## config.mk

```make
export PLATFORM = sky130hd
export DESIGN_NAME = cvxif_result_buffer
export DESIGN_NICKNAME = d
export VERILOG_FILES = /design/src/rtl/cvxif_result_buffer_pkg.sv /design/src/rtl/cvxif_kill_tracker.sv /design/src/rtl/cvxif_result_buffer.sv
export SDC_FILE = /design/constraint.sdc
export NUM_CORES = 1
export LEC_CHECK = 0
export BUFFER_PORTS_ARGS = -buffer_cell sky130_fd_sc_hd__buf_2
export CELL_PAD_IN_SITES_DETAIL_PLACEMENT = 0
export CELL_PAD_IN_SITES_GLOBAL_PLACEMENT = 1
export CORE_MARGIN = 1
export CORE_UTILIZATION = 46
export CTS_BUF_LIST = sky130_fd_sc_hd__clkbuf_8
export CTS_CLUSTER_DIAMETER = 30
export DETAILED_ROUTE_END_ITERATION = 10
export PLACE_DENSITY_LB_ADDON = 0.05
export SYNTH_ARGS = -nofsm -noshare
export SYNTH_HDL_FRONTEND = slang
export SYNTH_SLANG_ARGS = --single-unit
export TNS_END_PERCENT = 5
```

## constraint.sdc

```tcl
create_clock -name clk_i -period 3.4 [get_ports clk_i]
set_input_delay 0.85 -clock clk_i [delete_from_list [all_inputs] [get_ports clk_i]]
set_output_delay 0.85 -clock clk_i [all_outputs]
set_load 0.005 [all_outputs]
```

## src/rtl/cvxif_result_buffer_pkg.sv

```systemverilog
// Shared CV-X-IF result/commit types and widths for the result buffer and its kill tracker.
package cvxif_result_buffer_pkg;

    localparam int unsigned X_ID_WIDTH = 4;
    localparam int unsigned X_RFW      = 32;

    typedef struct packed {
        logic [X_ID_WIDTH-1:0] id;
        logic [X_RFW-1:0]      data;
        logic [4:0]            rd;
        logic                  we;
        logic                  exc;
        logic [5:0]            exccode;
    } x_result_t;

    typedef struct packed {
        logic [X_ID_WIDTH-1:0] id;
        logic                  x_commit_kill;
    } x_commit_t;

endpackage

```

## src/rtl/cvxif_kill_tracker.sv

```systemverilog
// Per-id kill bitmap: commit sets/clears by id, consumers clear, two read ports.
module cvxif_kill_tracker #(
    parameter int unsigned ID_WIDTH = 4
) (
    input  logic                clk_i,
    input  logic                rst_ni,
    input  logic                flush_i,
    input  logic                commit_valid_i,
    input  logic                commit_kill_i,
    input  logic [ID_WIDTH-1:0] commit_id_i,
    input  logic [ID_WIDTH-1:0] new_id_i,
    input  logic                clr_new_i,
    output logic                new_killed_o,
    input  logic [ID_WIDTH-1:0] head_id_i,
    input  logic                clr_head_i,
    output logic                head_killed_o
);

    localparam int unsigned Entries = 2 ** ID_WIDTH;

    logic [Entries-1:0] map_q, map_d;

    always_comb begin
        map_d = map_q;
        if (commit_valid_i) begin
            map_d[commit_id_i] = commit_kill_i;
        end
        // A consumed kill is retired after the commit update so it cannot survive the cycle.
        if (clr_new_i) begin
            map_d[new_id_i] = 1'b0;
        end
        if (clr_head_i) begin
            map_d[head_id_i] = 1'b0;
        end
        if (flush_i) begin
            map_d = '0;
        end
    end

    // A kill landing in the same cycle as the result still suppresses it.
    assign new_killed_o  = map_q[new_id_i] ||
                           (commit_valid_i && commit_kill_i && (commit_id_i == new_id_i));
    assign head_killed_o = map_q[head_id_i];

    always_ff @(posedge clk_i or negedge rst_ni) begin
        if (!rst_ni) begin
            map_q <= '0;
        end else begin
            map_q <= map_d;
        end
    end

endmodule

```

## src/rtl/cvxif_result_buffer.sv

```systemverilog
// Queues non-stallable coprocessor results towards the core and drops killed instructions.
module cvxif_result_buffer
    import cvxif_result_buffer_pkg::*;
#(
    parameter int unsigned DEPTH    = 4,
    parameter int unsigned ID_WIDTH = X_ID_WIDTH
) (
    input  logic                   clk_i,
    input  logic                   rst_ni,
    input  logic                   flush_i,
    input  logic                   copro_valid_i,
    input  x_result_t              copro_result_i,
    output logic                   copro_ready_o,
    input  logic                   x_commit_valid_i,
    input  x_commit_t              x_commit_i,
    output logic                   core_valid_o,
    output x_result_t              core_result_o,
    input  logic                   core_ready_i,
    output logic [$clog2(DEPTH):0] usage_o,
    output logic                   overflow_o
);

    localparam int unsigned PtrW   = $clog2(DEPTH);
    localparam int unsigned UsageW = PtrW + 1;

    x_result_t           mem_q [DEPTH];
    x_result_t           head;
    logic [PtrW-1:0]     wr_ptr_q, wr_ptr_d, rd_ptr_q, rd_ptr_d;
    logic [UsageW-1:0]   usage_q, usage_d;
    logic                overflow_q, overflow_d;
    logic                empty, full, push, pop;
    logic                push_killed, head_kill_bit, head_killed;

    assign head  = mem_q[rd_ptr_q];
    assign empty = (usage_q == '0);
    assign full  = (usage_q == UsageW'(DEPTH));

    cvxif_kill_tracker #(
        .ID_WIDTH (ID_WIDTH)
    ) u_kill_tracker (
        .clk_i          (clk_i),
        .rst_ni         (rst_ni),
        .flush_i        (flush_i),
        .commit_valid_i (x_commit_valid_i),
        .commit_kill_i  (x_commit_i.x_commit_kill),
        .commit_id_i    (x_commit_i.id),
        .new_id_i       (copro_result_i.id),
        .clr_new_i      (copro_valid_i && push_killed),
        .new_killed_o   (push_killed),
        .head_id_i      (head.id),
        .clr_head_i     (head_killed),
        .head_killed_o  (head_kill_bit)
    );

    assign head_killed = !empty && head_kill_bit;

    always_comb begin
        push          = copro_valid_i && !push_killed && !full;
        pop           = !empty && (head_killed || core_ready_i);
        core_valid_o  = !empty && !head_killed;
        core_result_o = core_valid_o ? head : '0;
        copro_ready_o = !full;
        usage_o       = usage_q;
        overflow_o    = overflow_q;

        wr_ptr_d   = push ? wr_ptr_q + 1'b1 : wr_ptr_q;
        rd_ptr_d   = pop ? rd_ptr_q + 1'b1 : rd_ptr_q;
        usage_d    = usage_q;
        overflow_d = overflow_q || (copro_valid_i && !push_killed && full);
        case ({push, pop})
            2'b10:   usage_d = usage_q + 1'b1;
            2'b01:   usage_d = usage_q - 1'b1;
            default: usage_d = usage_q;
        endcase

        if (flush_i) begin
            wr_ptr_d   = '0;
            rd_ptr_d   = '0;
            usage_d    = '0;
            overflow_d = 1'b0;
        end
    end

    always_ff @(posedge clk_i or negedge rst_ni) begin
        if (!rst_ni) begin
            wr_ptr_q   <= '0;
            rd_ptr_q   <= '0;
            usage_q    <= '0;
            overflow_q <= 1'b0;
        end else begin
            wr_ptr_q   <= wr_ptr_d;
            rd_ptr_q   <= rd_ptr_d;
            usage_q    <= usage_d;
            overflow_q <= overflow_d;
        end
    end

    // Payload storage needs no reset: entries are only observable while usage covers them.
    always_ff @(posedge clk_i) begin
        if (push && !flush_i) begin
            mem_q[wr_ptr_q] <= copro_result_i;
        end
    end

endmodule

```

== Yosys cells after proc, flatten, opt, wreduce, memory -nomap -nowiden ==
Memories as Yosys holds them, arrays and structs flattened.
Index checks and enable logic that the tools add are counted.

* Add/subtract/negate cells: 4
* Order comparisons: 6
* Equal/unequal tests: 4
* Muxes and demuxes: 25
* Bitwise logic cells: 4
* Reductions and logical operators: 25

{| class="wikitable"
|+ Operators by type and width
! operator !! count
|-
| 16-bit two-way mux || 4
|-
| 49-bit two-way mux || 1
|-
| 16-bit AND || 2
|-
| 16-bit NOT || 2
|-
| 16-bit bitwise mux || 1
|-
| 4-bit by 5-bit < comparator with 1-bit output, second input constant || 3
|-
| 1-bit logical AND || 13
|-
| 1-bit demux with 4-bit select || 3
|-
| 4-bit by 1-bit greater-or-equal comparator with 1-bit output, second input constant || 3
|-
| 1-bit binary-select mux with 4-bit select || 2
|-
| 1-bit two-way mux || 8
|-
| 2-bit two-way mux || 4
|-
| 3-bit one-hot mux with 2 select lines || 1
|-
| 1-bit zero test || 5
|-
| 2-bit by 1-bit adder with 2-bit output, second input constant || 2
|-
| 4-bit == test || 1
|-
| 2-bit nonzero test || 2
|-
| 3-bit by 1-bit adder with 3-bit output, second input constant || 1
|-
| 3-bit == test, second input constant || 1
|-
| 3-bit zero test || 1
|-
| 1-bit logical OR || 3
|-
| 3-bit two-way mux || 1
|-
| 3-bit nonzero test || 1
|-
| 3-bit by 1-bit subtractor with 3-bit output, second input constant || 1
|-
| other kinds (2) || 2
|}

* Flip-flop bits (word level): 24
* RAM bits: 196
* Output and inout bits: 55
* Word-level logic and storage cells: 74
* Memories: 1

{| class="wikitable"
|+ Memories
! name !! depth !! width !! rd ports !! clocked after Yosys merged registers in !! wr ports !! line !! source
|-
| mem_q || 4 || 49 || 1 || 0 || 1 || cvxif_result_buffer.sv:26 || <nowiki>x_result_t mem_q [DEPTH];</nowiki>
|}

== Depth between registers and ports, before layout ==
* Depth after elaboration: 11
* Depth in mapped cells: 13
* Gate-level depth less buffers: 10

== Hierarchy ==
From an unflattened synthesis, not the netlist that was laid out.

* Cells, all modules: 518
* Area, all modules: 9,351.5 um2

{| class="wikitable"
|+ Modules (own cells, without submodules)
! module !! instances !! cells an instance !! area each (um2) !! sequential area each (um2)
|-
| cvxif_result_buffer || 1 || 368 || 7,946.4 || 6,085.8
|-
| cvxif_kill_tracker || 1 || 150 || 1,405.1 || 400.4
|}

== Worst setup path before layout ==
OpenSTA, ideal clock, no wires.

* Path type: input port to flip-flop
* Start: in copro_result_i[45] (netlist bit)
* End: mem mem_q[0][0] (netlist bit), enable pin
* Data arrival time: 3.810 ns
* Required time: 2.988 ns
* Setup slack: -0.821 ns
* Stages: 7
* Path buffers: 1
* Cells stage by stage: buf_4 > mux4_2 > mux4_2 > a41oi_2 > and3_2 > nor2b_1 > and2_1

* Word-level cells in the longest chain between the ends: 9
* Elaborated cells on any way between the ends: 11

{| class="wikitable"
|+ Ends and longest elaborated chain
! element !! line !! source
|-
| start, declared || cvxif_result_buffer.sv:12 || <nowiki>input x_result_t copro_result_i,</nowiki>
|-
| 1-bit binary-select mux with 4-bit select / 4-bit == test (equally long branches) || cvxif_kill_tracker.sv:41, cvxif_kill_tracker.sv:42 ||
|-
| 1-bit two-way mux (not written as such) / 1-bit logical AND (equally long branches) || cvxif_kill_tracker.sv:41, cvxif_kill_tracker.sv:42 ||
|-
| 1-bit logical OR * || cvxif_kill_tracker.sv:41 || <nowiki>assign new_killed_o = map_q[new_id_i] ||</nowiki>
|-
| 1-bit zero test * || cvxif_result_buffer.sv:58 || <nowiki>push = copro_valid_i && !push_killed && !full;</nowiki>
|-
| 1-bit logical AND * (2 in a row) || cvxif_result_buffer.sv:58 ||
|-
| 1-bit logical AND * || cvxif_result_buffer.sv:100 || <nowiki>if (push && !flush_i) begin</nowiki>
|-
| 1-bit two-way mux * || cvxif_result_buffer.sv:100 ||
|-
| 1-bit two-way mux (not written as such) * || cvxif_result_buffer.sv:101 || <nowiki>mem_q[wr_ptr_q] <= copro_result_i;</nowiki>
|-
| end, declared || cvxif_result_buffer.sv:26 ||
|}

Mark *: on every way between the ends. The rest lies on a longest branch, timed or not. The select of a mux whose other input is x is not followed.

==> metrics.md <==
| Metric | Value |
|---|---|
| Outcome | complete, but fails checks |
| Violated checks | setup timing |
| Final total power | 8.364 mW |
| Post-DRT Antenna Nets | 0 |
| Slew @ Worst Pin | 0.6851 ns |
| Via density | between 5 and 6 |
| Die area | around 21000 sq um |
| Layout net count | slightly below 800 |
| EDFF count, synth | 196 |
| Crit path cell chain | mux4_2 > mux2i_1 > a22oi_1 > nand2_1 > nor2_1 > a311o_2 > buf_12 > nor2b_4 > buf_2 |
| Capturing element type of the critical path | output pin |
| Clk Latency, worst-skew pair | between 0.5 and 0.6 ns |
| HP Class | input pin to async pin |
| Bufs and invs on worst path | 2 |
| FFs w/ async S/R, synth | ~11% |
| Synth area leader | edfxtp_1 |
| DR WL/cell | a little over 20 um |
| Total clock buffers created by CTS | 48 |
| Die Span Y | approximately 150 um |
| Initial core utilization | a little under half |
| Congestion Overflow GR | 0 |
| # IOs | 115 |
| 1st-pass router iterations | 5 |
| Peak supply drop | 0.0004481 V |
| Placed cell count | 932 |
| Largest net degree at the start of global routing | 33 |
| Max Clk Rate | approximately 260 MHz |
| Synth Area in Adders | less than 1% |
| Post-synthesis sequential area ratio | 68.76% |
| DR vias | 5491 |
| Post-CTS Setup Inserts | 0 |
| Yosys Warn Count | 0 |
| Synth cell types | 51 |
| Top cells by area, synth | edfxtp_1 (62%), mux4_2 (13%), dfrtp_1 (6.4%) |
| Yosys reg bits | 220 |
| Count leader, synth | edfxtp_1 |
| Global-route wire length before repair | 33200 um |
| Top_reg_cell synth | edfxtp_1 |
| RSZ-0062 raised after global routing | true |
| Area Overhead vs Synth | 23.41% |
| ANT cells | 0 |
| Max cap viols | 0 |
| Rel. slew slack | a little over half |
| Synth Area in Compound Gates | 2.056% |
| IO buf count | between 100 and 150 |
| CP required | 2.55 ns |
| H-Tree Depth | 2 |
| Clk_skew | 0.03352 ns |
| Min Tclk post-route | 3.816 ns |
| Xor/xnor share of the synthesized area | less than 1% |
| DP HPWL | between 10000 and 15000 um |
| Endpoints failing setup | 50 |
| Rows | 52 |
| Place WS | -0.2672 ns |
| Register area | approximately 6500 sq um |
| GRT Overall Usage | between 20% and 30% |
| CTS Hold Buffers Added | 0 |
| Mux share of post-synthesis cell area | approximately 16% |
| Pleak | roughly 4.3 nW |
| WL final | between 20000 and 25000 um |
| Net Count, Synth | 606 |
| Root Buffer | clkbuf_8 |
| Core ar. | 20170 sq um |
| Largest delay share family, worst path | multiplexers |
| Final Cycle Share | 112.2% |
| Slowest stage delay, CP | between 0.6 and 0.7 ns |
| Crit path kind | flip-flop to output pin |
| Gpl congestion | around 0.87 |
| Post-Synthesis Cells | around 540 |
| Largest family of logic cells by synthesized area | multiplexers |
| Critical path fanouts, max | 14 |
| CP max-delay cell | mux4_2 |
| Share of cells above drive strength 1 | a little over two fifths |
| Worst-path clk slew | 0.06 ns |
| Startpoint Class | flip-flop |
| Fill cell count | about 1600 |
| Initial DRC count | ~310 |
| Clock Sinks | 220 |
| Worst Path Arrival | between 2 and 3 ns |
| Pwr Density | 718.5 nW/um^2 |
| Post-Layout Inst Area | 11640 sq um |
| Commonest cells post-synth | edfxtp_1 (196), mux4_2 (54), nor2b_1 (51), nor2_1 (48), mux2i_1 (28) |
| Die Span X | roughly 150 um |
| Syn_area_per_cell | about 17 sq um |
| Post-Synthesis Cell Area | 9433 sq um |
| Flop2flop setup slack | approximately 0.15 ns |
| CTS tree | built |
| Final hold viol count | 0 |
| Post-synthesis simple-gate area fraction | under 10% |
| Finished Layout Cells | roughly 1000 |
| Slew Limit Fails | 0 |
| Initial antenna violation count | 0 |
| Clk buf depth | 3 |
| Multi-input combinational cell area | around 2900 sq um |
| Final worst-path setup slack | -0.4160 ns |
| Vias in the first global route | approximately 6000 |
| DP Area | roughly 11000 sq um |
| Post-route DRC violation count | 0 |
| Top cell type's share of synthesized area | about 62% |
## final timing paths
check	from	to	depth (start not counted)
setup / recovery	rd_ptr_q[0]$_DFFE_PN0P_	core_result_o[33]	9
hold / removal	rst_ni	wr_ptr_q[1]$_DFFE_PN0P_	1
setup reg to reg	rd_ptr_q[0]$_DFFE_PN0P_	usage_o[1]$_DFFE_PN0P_	10
hold reg to reg	overflow_o$_DFF_PN0_	overflow_o$_DFF_PN0_	2
max in group asynchronous	rst_ni	rd_ptr_q[0]$_DFFE_PN0P_	1
min in group clk_i	overflow_o$_DFF_PN0_	overflow_o$_DFF_PN0_	2
## logic make-up (layout without fill, tap and decap cells)
family / Yosys count / after routing
DFF: 220 / 220
adders and majority gates: 5 / 5
and+or+nand+nor: 165 / 165
buffers and inverters: 39 / 246
AOI/OAI and AO/OA: 22 / 22
muxes: 84 / 85
xor gates and xnor gates: 6 / 6
## area by class of cell
type	count	area share [%]
clock inverters	38	2.397
multi-input cells	283	24.70
repair buffers	153	8.340
flip-flops and latches	220	55.76
clock buffers	48	5.675
inverters	7	0.2257
well taps	270	2.902
## power breakdown
part           total [mW]  switching [mW]  internal [mW]
combinational        2.40            1.23           1.17
clock                2.73            1.17           1.56
sequential           3.23          0.0922           3.14
## what timing repair did
| action | CTS | global route |
|---|---|---|
| gates cloned | 1 | 0 |
| endpoints found under the setup margin | 50 | 51 |
| pin swaps | 1 | 0 |
| hold endpoints to repair | 0 | 0 |
| resized for setup | 14 | 7 |
## layer usage
layer / GRT usage, % / routed length, um / vias up
li1: - / - / 2487
met1: 27.61 / 9087 / 2775
met2: 34.04 / 10490 / 200
met3: 4.340 / 1189 / 29
met4: 6.737 / 343 / 0
met5: 0 / 0 / -
## through the flow
step           utilization, %  TNS (ns)  hold slack, ns
2_1_floorplan               -  -0.05036          0.4902
3_3_place_gp            52.61    -32.72          0.4773
3_5_place_dp            52.61    -45.63          0.4912
4_1_cts                 57.61    -20.89          0.3076
5_1_grt                 57.72    -26.01          0.3390
6_report                57.72    -19.62          0.3132
## flip-flops by register name (all words and copies together) (netlist names)
register / cells
mem_q: 196
u_kill_tracker.map_q: 16
usage_o: 3
rd_ptr_q: 2
wr_ptr_q: 2
overflow_o: 1
## placed cells by master (no fill, tap or decap), types with 4 or more instances in the layout
| master | instances |
|---|---|
| nand2b_1 | 5 |
| nor2_1 | 48 |
| and2_4 | 5 |
| inv_1 | 26 |
| dfrtp_1 | 22 |
| nor2b_1 | 32 |
| nor4_1 | 13 |
| nand3b_1 | 7 |
| clkbuf_8 | 48 |
| nor2b_2 | 16 |
| mux4_2 | 54 |
| clkinv_2 | 6 |
| buf_2 | 114 |
| buf_12 | 8 |
| edfxtp_1 | 196 |
| nor3_1 | 7 |
| nand2_1 | 10 |
| clkinvlp_4 | 4 |
| buf_4 | 29 |
| nand3_1 | 4 |
| ha_1 | 4 |
| mux2i_1 | 28 |
(Power assumes the default switching activity.)
